$ cat config.mk
export PLATFORM = sky130hd
export DESIGN_NAME = screen_ram_arbiter
export DESIGN_NICKNAME = d
export VERILOG_FILES = /design/src/rtl/screen_ram_arbiter.sv
export SDC_FILE = /design/constraint.sdc
export NUM_CORES = 1
export LEC_CHECK = 0
export ABC_AREA = 1
export CAP_MARGIN = 10
export CORE_ASPECT_RATIO = 1.2
export CORE_MARGIN = 2
export CORE_UTILIZATION = 46
export DETAILED_ROUTE_END_ITERATION = 16
export MAX_ROUTING_LAYER = met4
export PLACE_DENSITY = 0.85
export SLEW_MARGIN = 5
export SYNTH_ARGS = -nofsm -noshare
export SYNTH_HDL_FRONTEND = slang
export SYNTH_SLANG_ARGS = --single-unit
$ cat constraint.sdc
create_clock -name CLOCK_50 -period 2.86 [get_ports CLOCK_50]
set_input_delay 0.572 -clock CLOCK_50 [delete_from_list [all_inputs] [get_ports CLOCK_50]]
set_output_delay 0.572 -clock CLOCK_50 [all_outputs]
set_load 0.02 [all_outputs]
$ cat src/rtl/screen_ram_arbiter.sv
// rtl/screen_ram_arbiter.sv - framebuffer RAM arbiter between CPU bus and VGA scanout
//
// Purpose: shares the single-port 1024-byte framebuffer RAM between one
// outstanding CPU access (one-entry holding register) and VGA scanout reads.
// Video has priority. The CPU is served after at most STARVE_LIMIT
// consecutive video grants.
//
// Ports:
//   CLOCK_50, reset             clock, asynchronous active-high reset
//   cpu_req/addr/rw/wdata       CPU access strobe and its sampled fields
//   cpu_busy/ack/rdata          holding-register state, completion pulse, read data
//   vid_req/addr                scanout level request and RAM address
//   vid_gnt/valid/rdata         grant (combinational), response pulse, read data
//   ram_addr/we/wdata/rdata     framebuffer RAM port (registered read, 1-cycle latency)
//   cpu_stall_cycles            stall statistics counter
//
// Optional feature: define SCREEN_RAM_ARBITER_STATS_EN to build the
// cpu_stall_cycles counter; otherwise the output is tied to zero.

module screen_ram_arbiter #(
    parameter int          STARVE_LIMIT = 4,
    parameter logic [15:0] BASE_ADDR    = 16'h0200,
    parameter int          RAM_DEPTH    = 1024
) (
    input  logic        CLOCK_50,
    input  logic        reset,
    input  logic        cpu_req,
    input  logic [15:0] cpu_addr,
    input  logic        cpu_rw,
    input  logic [7:0]  cpu_wdata,
    output logic        cpu_busy,
    output logic        cpu_ack,
    output logic [7:0]  cpu_rdata,
    input  logic        vid_req,
    input  logic [9:0]  vid_addr,
    output logic        vid_gnt,
    output logic        vid_valid,
    output logic [7:0]  vid_rdata,
    output logic [9:0]  ram_addr,
    output logic        ram_we,
    output logic [7:0]  ram_wdata,
    input  logic [7:0]  ram_rdata,
    output logic [15:0] cpu_stall_cycles
);

    // Window bounds are 17 bits so BASE_ADDR+RAM_DEPTH cannot wrap.
    localparam logic [16:0] WIN_LO     = {1'b0, BASE_ADDR};
    localparam logic [16:0] WIN_HI     = 17'(int'(BASE_ADDR) + RAM_DEPTH);
    localparam logic [7:0]  STREAK_MAX = 8'(STARVE_LIMIT);

    logic       busy;
    logic [9:0] hold_addr;
    logic       hold_rw;
    logic [7:0] hold_wdata;
    logic [7:0] streak;
    logic [9:0] ram_addr_q;
    logic       vid_resp;
    logic       cpu_resp;
    logic       cpu_resp_rd;
    logic [7:0] cpu_rdata_q;

    logic accept;
    logic in_range;
    logic cpu_win;
    logic vid_win;

    assign accept   = cpu_req & ~busy;
    assign in_range = ({1'b0, cpu_addr} >= WIN_LO) && ({1'b0, cpu_addr} < WIN_HI);

    // A request accepted this cycle only becomes eligible next cycle, since
    // busy (the pending flag) is registered.
    assign cpu_win = busy & (~vid_req | (streak == STREAK_MAX));
    assign vid_win = vid_req & ~cpu_win;

    assign vid_gnt   = vid_win;
    assign ram_addr  = cpu_win ? hold_addr : (vid_win ? vid_addr : ram_addr_q);
    assign ram_we    = cpu_win & ~hold_rw;
    assign ram_wdata = hold_wdata;

    assign cpu_busy  = busy;
    assign cpu_ack   = cpu_resp;
    // Read data arrives from the RAM in the ack cycle; pass it through then
    // and hold it afterwards.
    assign cpu_rdata = cpu_resp_rd ? ram_rdata : cpu_rdata_q;
    assign vid_valid = vid_resp;
    assign vid_rdata = vid_resp ? ram_rdata : 8'h00;

    always_ff @(posedge CLOCK_50 or posedge reset) begin
        if (reset) begin
            busy        <= 1'b0;
            hold_addr   <= '0;
            hold_rw     <= 1'b0;
            hold_wdata  <= '0;
            streak      <= '0;
            ram_addr_q  <= '0;
            vid_resp    <= 1'b0;
            cpu_resp    <= 1'b0;
            cpu_resp_rd <= 1'b0;
            cpu_rdata_q <= '0;
        end else begin
            // accept needs busy=0 and cpu_win needs busy=1, so they never collide.
            if (accept) begin
                hold_addr  <= 10'(cpu_addr - BASE_ADDR);
                hold_rw    <= cpu_rw;
                hold_wdata <= cpu_wdata;
                busy       <= in_range;
            end else if (cpu_win) begin
                busy <= 1'b0;
            end

            // Out-of-range accesses complete immediately with no RAM cycle.
            cpu_resp    <= cpu_win | (accept & ~in_range);
            cpu_resp_rd <= cpu_win & hold_rw;
            vid_resp    <= vid_win;

            // An out-of-range accept in a read-ack cycle overrides the capture,
            // because its own ack (returning zero) follows next cycle.
            if (accept && !in_range)
                cpu_rdata_q <= 8'h00;
            else if (cpu_resp_rd)
                cpu_rdata_q <= ram_rdata;

            if (!busy || cpu_win)
                streak <= '0;
            else if (vid_win && streak != STREAK_MAX)
                streak <= streak + 8'd1;

            if (cpu_win || vid_win)
                ram_addr_q <= ram_addr;
        end
    end

`ifdef SCREEN_RAM_ARBITER_STATS_EN
    logic [15:0] stall_cnt;

    always_ff @(posedge CLOCK_50 or posedge reset) begin
        if (reset)
            stall_cnt <= '0;
        else if (busy && vid_win && stall_cnt != 16'hFFFF)
            stall_cnt <= stall_cnt + 16'd1;
    end

    assign cpu_stall_cycles = stall_cnt;
`else
    assign cpu_stall_cycles = 16'h0000;
`endif

endmodule

# Word-level counts from Yosys, hierarchy flattened

Cells that the tools add are included.

Add/subtract/negate cells: 2
Multipliers: 0
Div/mod/pow operators: 0
Order comparisons: 2
Equality and inequality tests: 2
Shifts and indexed selects: 0
Mux-type cells: 9
Bitwise logic cells: 13
Reduce and logical (&&, ||, !) cells: 9

Operator list:

| kind                   | number |
|---|---|
| $mux 8                 | 5 |
| $mux 10                | 2 |
| $ge 16x10->1 const B   | 1 |
| $lt 16x11->1 const B   | 1 |
| $sub 10x10->10 const B | 1 |
| $add 8x1->8 const B    | 1 |
| $eq 8x3->1 const B     | 1 |
| $ne 8x3->1 const B     | 1 |
| $and 1x1->1            | 6 |
| $not 1->1              | 5 |
| $reduce_bool 2->1      | 2 |
| $logic_and 1x1->1      | 3 |
| $logic_not 1->1        | 2 |
| $logic_or 1x1->1       | 2 |
| $mux 1                 | 2 |
| $or 1x1->1             | 2 |

Flip-flop bits (word level): 49
Latch bits: 0
Memory bits (writable): 0
Memory bits (read-only): 0
Output and inout port bits: 55
Memories kept: 0

# Longest topological paths before layout

Depth in word-level cells: 8
Mapped depth: 8

# Worst setup path before layout

OpenSTA, ideal clock, no wires.

Path kind: reg2out
Start point: reg streak[0]
End point: out ram_we
Data arrival time: 1.325 ns
Data required time: 2.288 ns
Path slack: 0.963 ns
Cell stages (with the launch flop): 8
Buffers on the path: 1
Cells stage by stage: dfrtp_1 -> inv_1 -> ha_1 -> nand3_2 -> o21ai_4 -> nand2_4 -> buf_6 -> nor2_2

Word-level cells in the longest chain between the ends: 4

RTL lines:

| item                     | RTL line | source |
|---|---|---|
| start: declaration       | 55       | `logic [7:0] streak;` |
| start signal: assignment | 126      | `streak <= streak + 8'd1;` |
| $eq 8x3->1               | 72       | `assign cpu_win = busy & (~vid_req \| (streak == STREAK_MAX));` |
| $or 1x1->1               | 72       |  |
| $and 1x1->1              | 72       |  |
| $and 1x1->1              | 77       | `assign ram_we = cpu_win & ~hold_rw;` |
| end: declaration         | 40       | `output logic ram_we,` |

Every way passes these cells.

# Worst setup path in the final report

Start point: in vid_req
End point: out vid_gnt

Word-level cells in the longest chain between the ends: 5

RTL lines:

| item               | RTL line | source |
|---|---|---|
| start: declaration | 34       | `input logic vid_req,` |
| $not 1->1          | 72       |  |
| $or 1x1->1         | 72       |  |
| $and 1x1->1        | 72       |  |
| $not 1->1          | 73       | `assign vid_win = vid_req & ~cpu_win;` |
| $and 1x1->1 *      | 73       |  |
| end: declaration   | 36       | `output logic vid_gnt,` |

Every way passes the cells marked *; elsewhere a longest branch is shown, timed or not.

==> impl_metrics.ini <==
[timing]
period_share_pct = 90.7
relSlewSlack_pct = 59.5
rsz0062_at_grt = false
fin_crit_ps = 2590
skew_ps = 4.88
setup_viol = 0
hold_ws_ps = 475
fmaxAchievable_ghz = 0.386
final_hold_viol_count = 0
worstMarginPinSlew_ps = 608
slew_viol_final = 0
tns_ps = 0

[place]
dp_cells = 469
place_hpwl_microns = 4130
port_buffers = 85
gp_congestion = 0.782

[synthesis]
synth.largest_area_cell = dfrtp_1
synth_area_leaders = dfrtp_1 (49%), nand2_1 (21%), inv_1 (5.7%), buf_4 (5.4%), nand3_1 (3.0%)
yosys.area_share.xor_xnor_pct = 1.05
yosys_warnings = 0
avgSynthCellArea_sq_um = 7.67
synth_simple_gate_area_share_pct = 30.1
syn_area_sq_um = 2500
ys_types = 26
synth_top_family_by_area = simple AND/OR/NAND/NOR gates
syn_inst = 326
synth_compound_area_share_pct = 5.26
yosysTopAreaCellShare_pct = 49.0
synthAdderAreaFrac_pct = 1.00
synth_mux_area_share_pct = 0
seq_area_frac_synth_pct = 49.0
synth-seq-cells = 49

[run_status]
status = complete, no violations

[drt]
drc = 0
vias = 2164
drt_iter0_drc = 155
firstDrtPassIters = 4
ant_nets = 0
avgViaCountPerCell = 4.55
wl_microns = 5560
wl_per_cell_microns = 11.7

[cells_and_area]
n_antenna_cell = 0
drive_above_1_share_pct = 8.21
fin_cells = 476
area_growth_pct = 39.2
layout.nets = 463
final_util_pct = 66.2

[clock_tree]
cts_buffer_depth = 2
ctsHoldBuffers = 0
cts-root-buf = clkbuf_8
numCtsBuffers = 5
clk_pin_slew_worst_paths_ps = 80
htree_levels = 2
post_cts_buffers = 0
cts.sinks = 49
cts_tree = yes
clock_latency_ps = 290

[floorplanning]
start_util_pct = 47.5
die_x_microns = 71.3
die_h_microns = 84.8
ios = 102
core_sq_um = 5260
rows = 29
dieArea_sq_um = 6040

[power_and_ir_drop]
swShare_pct = 26.8
combPwrFrac_pct = 21.5
p_clk_share_pct = 27.1
power_frac_seq_pct = 51.4
p_int_mw = 1.07
p_sw_uw = 393
finalPower_mw = 1.47
p_per_area_nw_per_um2 = 421
peakVddDrop_mv = 0.412
cellLeakagePower_nw = 1.97

[worst_setup_path]
arrival_ps = 2020
cp-start-kind = input pin
worstSetupPathType = in -> out
worstPathRequired_ps = 2290
cp_max_fo = 11
endpoint_kind = primary output

[global_route]
grt-ovfl-total = 0
grt_max_degree = 50
antenna_found_initial = 0
grt_use_total_pct = 19.8
grt_pass1_wl_microns = 9070
grt_pass1_vias = 2002

[job]
drv_cap = 0

[hold_path]
hp-class = reg -> reg
-- power by group through the flow --
stage | Sequential (mW) | Clock (mW) | Combinational, mW
final | 0.755 | 0.397 | 0.315
after floorplan | 0.778 | 0 | 0.164
after CTS | 0.754 | 0.413 | 0.321
after global routing | 0.759 | 0.445 | 0.346
after global placement | 0.766 | 0 | 0.316
after detailed placement | 0.768 | 0 | 0.322
-- logic make-up (layout without fill, tap and decap cells) --
logic type / after synthesis / after routing
AO/OA/AOI/OAI: 22 / 22
adder cells (fa/ha/maj): 2 / 2
buffers and inverters: 66 / 139
XOR/XNOR: 3 / 3
other: 1 / 16
flip-flops: 49 / 49
AND/OR/NAND/NOR: 183 / 183
-- repair_timing --
item / in CTS / in global routing
cloned: 0 / 0
setup endpoints to repair: 11 / 10
gates resized for setup: 3 / 10
endpoints found under the hold margin: 0 / 0
-- cells in the mapped netlist (all sizes together) --
library cell	n
conb	1
a21oi	9
inv	39
xnor2	1
nor3	1
or2	1
xor2	2
nor2	17
o21bai	1
nand2	147
o211ai	1
buf	23
o21ai	11
clkbuf	4
nand3	16
nand4	1
ha	2
dfrtp	49
-- state kept, by name (all words and copies together) (netlist names) --
register     cells
ram_wdata        8
hold_rw          1
ram_addr_q      10
vid_valid        1
cpu_busy         1
hold_addr       10
streak           8
cpu_rdata_q      8
cpu_resp_rd      1
cpu_ack          1
-- layout by cell type (no fill, tap or decap), drive strengths merged --
master and n:
conb 16, xnor2 1, or2 1, nor2 17, xor2 2, nand4 1
dfrtp 49, o21ai 11, clkdlybuf4s50 73, nand3 16, o211ai 1, a21oi 9
nand2 147, ha 2, dlygate4sd2 2, nor3 1, buf 8, inv 39
o21bai 1, dlymetal6s2s 10, clkbuf 7
-- worst paths after layout --
kind,startpoint,to,slack [ps],cells after the start
setup reg to reg,streak[0],vid_valid,1350,7
max in group asynchronous,reset,cpu_rdata_q[6],1700,3
hold / removal,ram_wdata[0],ram_wdata[0],480,2
hold reg to reg,ram_wdata[0],ram_wdata[0],480,2
min in group asynchronous,reset,streak[2],750,3
setup / recovery,vid_req,vid_gnt,270,5
-- worst max-delay path: stages --
cell,delay [ps]
clkdlybuf4s50_1,580
o21ai_4,120
buf_12,150
a21oi_1,210
dlygate4sd2_1,370
-- area by class of cell --
class                   instances  area [sq um]
fillers                       444          1780
multi-input cells             226           998
clock buffers                   7          86.3
inverters                      39           146
well taps                      62          77.6
flip-flops and latches         49          1230
repair buffers                 93           946
-- routing by layer --
metal	vias up	track usage, %	share of wire, %
met4	0	6.86	1.3
met3	4	5.28	6.9
li1	1116	-	-
met1	971	23.5	40
met5	-	-	0
met2	73	32.2	52
-- through the flow --
step	area (sq um)	setup WS [ps]
2_1_floorplan	2560	963
3_3_place_gp	3370	2.82
3_5_place_dp	3370	-26.3
4_1_cts	3460	4.61
5_1_grt	3480	152
6_report	3480	267
(Power assumes the default switching activity.)
